**config.mk**
```make
export PLATFORM = sky130hd
export DESIGN_NAME = booth_pp_accumulator
export DESIGN_NICKNAME = d
export VERILOG_FILES = /design/src/rtl/mul_pkg.sv /design/src/rtl/booth_pp_gen.sv /design/src/rtl/booth_pp_accumulator.sv
export SDC_FILE = /design/constraint.sdc
export NUM_CORES = 1
export LEC_CHECK = 0
export CORE_ASPECT_RATIO = 1.4
export CORE_MARGIN = 2
export CORE_UTILIZATION = 60
export CTS_CLUSTER_SIZE = 14
export DETAILED_ROUTE_END_ITERATION = 6
export PLACE_DENSITY_LB_ADDON = 0.08
export SETUP_SLACK_MARGIN = 0.3
export SYNTH_ARGS = -nofsm -noshare
export SYNTH_HDL_FRONTEND = slang
export SYNTH_SLANG_ARGS = --single-unit
```
**constraint.sdc**
```tcl
create_clock -name clk -period 6.7 [get_ports clk]
set_input_delay 0.67 -clock clk [delete_from_list [all_inputs] [get_ports clk]]
set_output_delay 0.67 -clock clk [all_outputs]
set_load 0.02 [all_outputs]
```
**src/rtl/mul_pkg.sv**
```systemverilog
// Shared definitions for the radix-4 Booth multiply path: digit encoding,
// accumulator FSM states and the default digit count.
package mul_pkg;

  localparam int unsigned DIGITS = 16;

  localparam int unsigned NEG_BIT = 2;
  localparam int unsigned MAG_MSB = 1;
  localparam int unsigned MAG_LSB = 0;

  localparam logic [1:0] DIG_ZERO = 2'd0;
  localparam logic [1:0] DIG_ONE  = 2'd1;
  localparam logic [1:0] DIG_TWO  = 2'd2;

  typedef enum logic [1:0] {
    StIdle,
    StAccum,
    StDone
  } state_e;

endpackage

```
**src/rtl/booth_pp_gen.sv**
```systemverilog
// Combinational radix-4 Booth partial product: selects 0/M/2M from the digit,
// applies the sign, and aligns it to digit position count_i.
module booth_pp_gen
  import mul_pkg::*;
#(
  parameter int unsigned WIDTH = 32,
  parameter int unsigned CntW  = 4
) (
  input  logic [WIDTH-1:0]   m_reg_i,
  input  logic [2:0]         digit_i,
  input  logic [CntW-1:0]    count_i,
  output logic [2*WIDTH-1:0] pp_o
);

  logic [2*WIDTH-1:0] m_ext;
  logic [2*WIDTH-1:0] sel;
  logic [2*WIDTH-1:0] signed_sel;

  always_comb begin
    m_ext = {{WIDTH{m_reg_i[WIDTH-1]}}, m_reg_i};
    unique case (digit_i[MAG_MSB:MAG_LSB])
      DIG_ZERO: sel = '0;
      DIG_ONE:  sel = m_ext;
      DIG_TWO:  sel = m_ext << 1;
      default:  sel = '0;  // mag 3 is illegal and contributes nothing
    endcase
    signed_sel = digit_i[NEG_BIT] ? -sel : sel;
    pp_o       = signed_sel << {count_i, 1'b0};
  end

endmodule

```
**src/rtl/booth_pp_accumulator.sv**
```systemverilog
// Sequential radix-4 Booth accumulator: sums one partial product per accepted
// digit (LSB digit first) and publishes the 2*WIDTH product with a done pulse.
module booth_pp_accumulator
  import mul_pkg::*;
#(
  parameter int unsigned WIDTH = 2 * DIGITS
) (
  input  logic               clk,
  input  logic               clr_n,
  input  logic               start,
  input  logic [WIDTH-1:0]   multiplicand,
  input  logic               digit_valid,
  input  logic [2:0]         digit,
  output logic               digit_ready,
  output logic               busy,
  output logic               done,
  output logic [2*WIDTH-1:0] product
);

  localparam int unsigned NumDigits = WIDTH / 2;
  localparam int unsigned CntW      = $clog2(NumDigits);

  state_e             state_q, state_d;
  logic [2*WIDTH-1:0] acc_q, acc_d;
  logic [2*WIDTH-1:0] product_q, product_d;
  logic [WIDTH-1:0]   m_q, m_d;
  logic [CntW-1:0]    count_q, count_d;
  logic [2*WIDTH-1:0] pp;
  logic [2*WIDTH-1:0] acc_sum;

  booth_pp_gen #(
    .WIDTH (WIDTH),
    .CntW  (CntW)
  ) u_pp_gen (
    .m_reg_i (m_q),
    .digit_i (digit),
    .count_i (count_q),
    .pp_o    (pp)
  );

  assign acc_sum = acc_q + pp;

  always_comb begin
    state_d     = state_q;
    acc_d       = acc_q;
    product_d   = product_q;
    m_d         = m_q;
    count_d     = count_q;
    digit_ready = 1'b0;
    busy        = 1'b0;
    done        = 1'b0;
    unique case (state_q)
      StIdle: begin
        if (start) begin
          m_d     = multiplicand;
          acc_d   = '0;
          count_d = '0;
          state_d = StAccum;
        end
      end
      StAccum: begin
        busy        = 1'b1;
        digit_ready = 1'b1;
        if (digit_valid) begin
          acc_d   = acc_sum;
          count_d = count_q + 1'b1;
          // Product is registered on entry to StDone so it is visible with done.
          if (count_q == CntW'(NumDigits - 1)) begin
            product_d = acc_sum;
            state_d   = StDone;
          end
        end
      end
      StDone: begin
        done    = 1'b1;
        state_d = StIdle;
      end
      default: state_d = StIdle;
    endcase
  end

  always_ff @(posedge clk or negedge clr_n) begin
    if (!clr_n) begin
      state_q   <= StIdle;
      acc_q     <= '0;
      product_q <= '0;
      m_q       <= '0;
      count_q   <= '0;
    end else begin
      state_q   <= state_d;
      acc_q     <= acc_d;
      product_q <= product_d;
      m_q       <= m_d;
      count_q   <= count_d;
    end
  end

  assign product = product_q;

endmodule

```
==> results of run 1 <==
-- final cells by class --
type	instances	share of cell area, %
Tap cell	297	2.097
Sequential cell	166	23.45
Clock inverter	12	0.8050
Clock buffer	19	2.556
Multi-Input combinational cell	1340	51.18
Inverter	21	0.4449
Timing Repair Buffer	420	19.47
-- per-layer routing --
metal / share of wire (%) / vias to the layer above / global-route usage [%]
met5: 0 / - / 0
met3: 6.6 / 307 / 7.589
met2: 50 / 811 / 72.80
li1: - / 6613 / -
met4: 9.2 / 0 / 32.56
met1: 34 / 6977 / 43.93
-- cell usage in the layout (no fill, tap or decap), types with 10 or more instances in the layout --
master / Yosys / routed
buf_4: 2 / 311
nand2_1: 277 / 276
dfrtp_1: 166 / 165
o21ai_0: 137 / 119
a21oi_1: 134 / 118
nor2_1: 122 / 117
clkdlybuf4s50_1: 0 / 102
ha_1: 68 / 64
a22o_1: 57 / 56
mux2_2: 55 / 55
xnor2_1: 48 / 45
a21o_1: 45 / 45
nand3_1: 37 / 35
xor2_1: 33 / 33
mux2i_1: 31 / 26
a22oi_1: 29 / 24
inv_1: 19 / 18
a21oi_2: 1 / 17
clkbuf_16: 0 / 17
o21ai_1: 4 / 15
o211ai_1: 15 / 15
a31oi_1: 18 / 14
nor3_1: 17 / 14
o21a_1: 13 / 13
o22ai_1: 13 / 13
a211oi_1: 16 / 12
or3_1: 13 / 11
nand4_1: 11 / 11
nor2b_1: 11 / 10
nand2b_1: 10 / 10
-- synthesized netlist by cell type, drive strengths merged, types with 9 or more instances --
master,n
nand4,12
o21ai,141
a21oi,135
mux2i,31
clkbuf,81
inv,19
nand3,37
a31oi,18
mux2,56
and2,9
a221oi,9
nor2b,11
o22ai,13
o211ai,15
a21o,45
xor2,34
ha,68
dfrtp,166
o21a,13
nor2,124
o31ai,9
buf,21
xnor2,48
nor3,17
nand2,277
or3,13
a211oi,17
a22oi,29
nand2b,10
a22o,57
o21bai,9
-- final timing paths --
check                                         from                       to  slack (ps)  cells past startpoint
setup / recovery                          digit[0]  product[60]$_DFFE_PN0P_         500                     28
hold / removal                               clr_n       m_q[8]$_DFFE_PN0P_         160                      1
setup reg to reg               m_q[11]$_DFFE_PN0P_  product[60]$_DFFE_PN0P_         660                     25
hold reg to reg            product[32]$_DFFE_PN0P_  product[32]$_DFFE_PN0P_         480                      2
max in group asynchronous                    clr_n   count_q[0]$_DFFE_PN0P_        5270                      2
min in group clk           product[32]$_DFFE_PN0P_  product[32]$_DFFE_PN0P_         480                      2
-- cell families after synthesis --
kind of cell    after synthesis  share of synthesized area, %
compound gates              563                         27.87
xor+xnor                     82                         5.469
fa+ha+maj                    69                         6.563
buf+inv                     123                         3.753
flops                       166                         31.31
mux                          88                         7.289
simple gates                538                         17.75
-- metrics by stage --
| step | instances | utilization (%) |
|---|---|---|
| finish | 2275 | 81.35 |
| global route | 2275 | 81.35 |
| CTS | 2256 | 79.25 |
| detailed placement | 2215 | 75.54 |
| global placement | 2215 | 75.54 |
| floorplan | 1629 | - |
-- registers in the layout, summed over array words and instances (netlist names) --
register  flops
acc_q        64
product      64
m_q          32
count_q       4
state_q       2
-- critical path, cell delays in order --
cell,delay (ps)
dlymetal6s2s_1,150
buf_4,140
ha_2,220
nor2b_2,200
buf_4,150
buf_4,170
a22o_4,230
a2111oi_4,330
nand4_4,180
o41ai_4,420
xnor2_2,130
nor2_2,130
a21oi_2,50
mux2_4,320
a222oi_1,600
ha_1,390
buf_4,150
buf_4,120
buf_4,130
a211oi_1,220
or3_1,170
a21oi_2,90
and3_1,210
a21oi_2,180
o21ai_1,140
o31ai_2,270
xor2_1,190
o21ai_0,130
-- timing repair --
action | CTS | global route
pin swaps | 10 | 41
resized for setup | 31 | 82
endpoints found under the setup margin | 35 | 78
hold endpoints to repair | 0 | 0
buffers inserted | 10 | 19
==> metrics.md, run 1 <==
| Metric | Value |
|---|---|
| Top cells by area, synth | dfrtp_1, nand2_1, ha_1, o21ai_0, a21oi_1 |
| Final Hold Vio Count | 0 |
| Post-CTS Hold Fix Bufs | 0 |
| Final Instance Area | about 18000 um2 |
| Final Cycle Share | 92.57% |
| Root buffer cell | clkbuf_16 |
| DRC viols | 0 |
| CP Data Required Time | 6990 ps |
| Layout Area Growth over Synthesis | 33.54% |
| Syn Inst Count | roughly 1600 |
| Post-Route Hold Slack | approximately 160 ps |
| TritonCTS clock tree | done |
| Clock slew at reported path FFs | 70 ps |
| Clk sink count | 166 |
| Layout cell share with drive strength beyond 1 | 25.83% |
| Sequential cell area | approximately 4200 um2 |
| FFs w/ async S/R, synth | 100.0% |
| Final setup viols | 0 |
| Post-synth EDFFs | 0 |
| Die area | 23340 um2 |
| FMAX | 161.2 MHz |
| MaxCap Viol Count | 0 |
| Setup CP Type | in -> reg |
| Number of global-route vias before repair | 14637 |
| Num CTS Buffers | 17 |
| Ys Warns | 0 |
| Status | complete, no violations |
| Min Tclk post-route | a little over 6000 ps |
| Worst slew pin tran | 854.0 ps |
| Core Region | 21780 um2 |
| Netlist cell types | 80 |
| ANT cells | 0 |
| Dpl cell area | 16450 um2 |
| Final Slew Violations | 0 |
| Drt first pass iters | 7 |
| Die Y | about 180 um |
| Seq cells post-synth | 166 |
| Port Buf Inserts | 105 |
| RSZ-0062 raised after global routing | false |
| Drt total wl | 49.90 mm |
| Worst Skew | 10.20 ps |
| Via count | roughly 15000 |
| Initial antenna violation count | 1 |
| Rel. slew slack | 43.07% |
| Vias/cell | 6.465 |
| Setup TNS | 0 ps |
| Post-synth top flop | dfrtp_1 |
| ANT nets after route | 0 |
| Global-route wire length before repair | 76.20 mm |
| Area of the multi-input gates | 9069 um2 |
| Dpl hpwl | around 36 mm |
| Avg WL per Cell | 21.93 um |
| Top Ports | 106 |
| Final Wtd Congestion | 1.047 |
| Largest net degree at the start of global routing | 70 |
| Post-Syn Nets | 1737 |
| Placement Setup Slack | -459.4 ps |
| Critical path capture point type | flop |
| Tightest Hold Check Type | in -> async |
| Critical path data arrival time | roughly 6500 ps |
| Syn_area_per_cell | 8.145 um2 |
| H-tree depth | 4 |
| Post-synthesis sequential area ratio | 31.31% |
| Initial core utilization | 60.92% |
| Crit-path max FO | 9 |
| Fill cells | approximately 1500 |
| Mapped cell area | 13270 um2 |
| Nets | 2074 |
| Clock Path Buffers | 2 |
| Largest area contributor in the synthesized netlist | dfrtp_1 |
| Residual overflow from global routing | 0 |
| Row cnt | 64 |
| GRT Util Overall | 42.02% |
| Starting DRT DRC Count | 1470 |
| Worst-skew pair later-pin latency | 460 ps |
| PnR worst setup slack | 497.9 ps |
| Crit path launch type | primary input |
| Share of the synthesized area in the top cell type | 31.31% |
| Die width | around 130 um |
Power of run 1 is left out: the tool's default activity adds up to more than one toggle a clock period on the data nets, which glitch-free logic cannot reach.
==> run 2: changes to the inputs <==
PLACE_DENSITY = 0.82   (was not set)
PLACE_DENSITY_LB_ADDON = not set   (was 0.08)
==> run 2 against run 1 <==
  * Count of clock-buffer cells in the layout increased by 1
  * Final cell count is 1.1% lower
  * Via count shrank 1.0%
  * Maximum frequency shrank 0.65%
  * Sequential cell count did not move
  * Register-to-register slack better by 20 ps
  * Critical path type unchanged
  * Core utilization decreased by 1.5 points
==> metrics.md, run 2 (synthesized netlist as in run 1, its figures left out) <==
| Metric | Value |
|---|---|
| Clock Path Buffers | 2 (unchanged) |
| Post-Route Hold Slack | 184.0 ps (+23.22 ps) |
| Final Slew Violations | 0 (unchanged) |
| Crit path launch type | primary input |
| Die width | 129.7 um (unchanged) |
| Global-route wire length before repair | 75.80 mm (-0.52%) |
| R2r worst-path depth | 27 (+8.0%) |
| Core Region | 21780 um2 (unchanged) |
| Most common cell after layout, fill and taps aside | buf_4 |
| Final Hold Vio Count | 0 (unchanged) |
| Top Ports | 106 (unchanged) |
| R2r endpoint | product[62]$_DFFE_PN0P_ |
| Met3 wire length | 3.723 mm (+13%) |
| Drt first pass iters | 6 (-1) |
| GRT Util Overall | 42.17% (+0.15 points) |
| Nets | 2048 (-1.3%) |
| MaxCap Viol Count | 0 (unchanged) |
| Critical path data arrival time | 6500 ps (about the same) |
| Root buffer cell | clkbuf_16 |
| Met2 Routed Length | 24.58 mm (-1.5%) |
| RR Startpoint | m_q[11]$_DFFE_PN0P_ |
| CP bufs+invs | 7 (unchanged) |
| Crit-path max FO | 11 (+2) |
| Slowest-stage cell, CP | a222oi_1 |
| DRC viols | 0 (unchanged) |
| Worst-skew pair later-pin latency | 450 ps (about the same) |
| Worst Skew | 16.94 ps (+6.736 ps) |
| Commonest cells after routing, fill and taps aside | buf_4, nand2_1, dfrtp_1 |
| Clk sink count | 166 (unchanged) |
| Layout Area Growth over Synthesis | 31.06% |
| Initial core utilization | 60.92% (unchanged) |
| Critical path capture point type | flop |
| FMAX | 160.2 MHz (-0.65%) |
| Fill cells | 1541 (+1.3%) |
| Die Y | 180.0 um (unchanged) |
| Number of cells on the critical path | 27 (-3.6%) |
| Dpl cell area | 16330 um2 (-0.76%) |
| CP top delay family | compound AO/OA/AOI/OAI gates |
| Port Buf Inserts | 105 (unchanged) |
| Tightest Hold Check Type | in -> async |
| RSZ-0062 raised after global routing | false |
| Top routing layer in use | met5 |
| Worst Setup SP | digit[0] |
| ANT cells | 0 (unchanged) |
| Via count | 14556 (-1.0%) |
| Initial antenna violation count | 1 (unchanged) |
| Die area | 23340 um2 (unchanged) |
| Worst slew pin tran | 984.8 ps (+130.8 ps) |
| Row cnt | 64 (unchanged) |
| CP most frequent cell | buf_4 |
| Fin util | 79.84% (-1.5 points) |
| Starting DRT DRC Count | 1460 (-0.68%) |
| Avg WL per Cell | 22.12 um (+0.85%) |
| Max incr delay on CP | 610 ps (about the same) |
| Number of global-route vias before repair | 14132 (-3.5%) |
| Vias/cell | 6.469 (about the same) |
| Num CTS Buffers | 17 (unchanged) |
| R2R Setup Slk | 680 ps (+20 ps) |
| Largest net degree at the start of global routing | 70 (unchanged) |
| Final setup viols | 0 (unchanged) |
| Drt total wl | 49.77 mm (-0.25%) |
| Setup crit end | acc_q[61]$_DFFE_PN0P_ |
| Final Instance Area | 17390 um2 (-1.9%) |
| Dpl hpwl | 36.31 mm (-0.25%) |
| Final Wtd Congestion | 1.081 (+3.2%) |
| Rel. slew slack | 34.11% (-9.0 points) |
| CP Data Required Time | 6960 ps (-30 ps) |
| Clock slew at reported path FFs | 70 ps (about the same) |
| H-tree depth | 4 (unchanged) |
| ANT nets after route | 0 (unchanged) |
| Min Tclk post-route | 6243 ps (+40.63 ps) |
| Layout cell share with drive strength beyond 1 | 23.45% (-2.4 points) |
| Residual overflow from global routing | 0 (unchanged) |
| TritonCTS clock tree | done |
| Status | complete, no violations |
| Setup TNS | 0 ps (unchanged) |
| Routed met1 length | 17.05 mm (about the same) |
| Setup CP Type | in -> reg |
| Final Cycle Share | 93.18% (+0.61 points) |
[run 2: timing repair]
item	in CTS	in global routing
hold buffers	0	0
endpoints found under the setup margin	36	75
setup buffers	11	7
resized for setup	44	46
pin swaps	19	28
[run 2: through the flow]
stage	setup slack, ps	instances
floorplan	438.4	1629
global placement	-561.7	2200
detailed placement	-583.8	2200
CTS	293.6	2243
global route	211.2	2250
finish	457.2	2250
[run 2: layer usage]
| layer | up-vias | GRT usage, % |
|---|---|---|
| met5 | - | 0 |
| met3 | 311 | 10.48 |
| li1 | 6571 | - |
| met2 | 780 | 71.92 |
| met1 | 6892 | 44.36 |
| met4 | 2 | 30.32 |
[run 2: worst register-to-register path: cells and delay by family (launching register included)]
| family | cells | cell delay (ps) |
|---|---|---|
| AOI/OAI and AO/OA | 11 | 2010 |
| and+or+nand+nor | 6 | 1230 |
| buffers and inverters | 5 | 820 |
| xor gates and xnor gates | 2 | 650 |
| DFF | 1 | 480 |
| muxes | 2 | 390 |
| adders and majority gates | 1 | 380 |
[run 2: how the worst min path moves through the flow]
stage | startpoint | endpoint
final | clr_n | product[47]$_DFFE_PN0P_
after floorplan | clr_n | acc_q[0]$_DFFE_PN0P_
after detailed placement | product[37]$_DFFE_PN0P_ | product[37]$_DFFE_PN0P_
after CTS | clr_n | product[47]$_DFFE_PN0P_
after global routing | clr_n | product[47]$_DFFE_PN0P_
after global placement | product[35]$_DFFE_PN0P_ | product[35]$_DFFE_PN0P_
[run 2: area by class of cell]
class                           instances  area [um2]  area share (%)
Multi-Input combinational cell       1340        8964           51.54
Clock inverter                         12       117.6          0.6763
Inverter                               21       78.83          0.4533
Sequential cell                       166        4155           23.89
Clock buffer                           20       446.7           2.569
Tap cell                              297       371.6           2.137
Timing Repair Buffer                  394        3257           18.73
Power of run 2 is left out for the same reason.
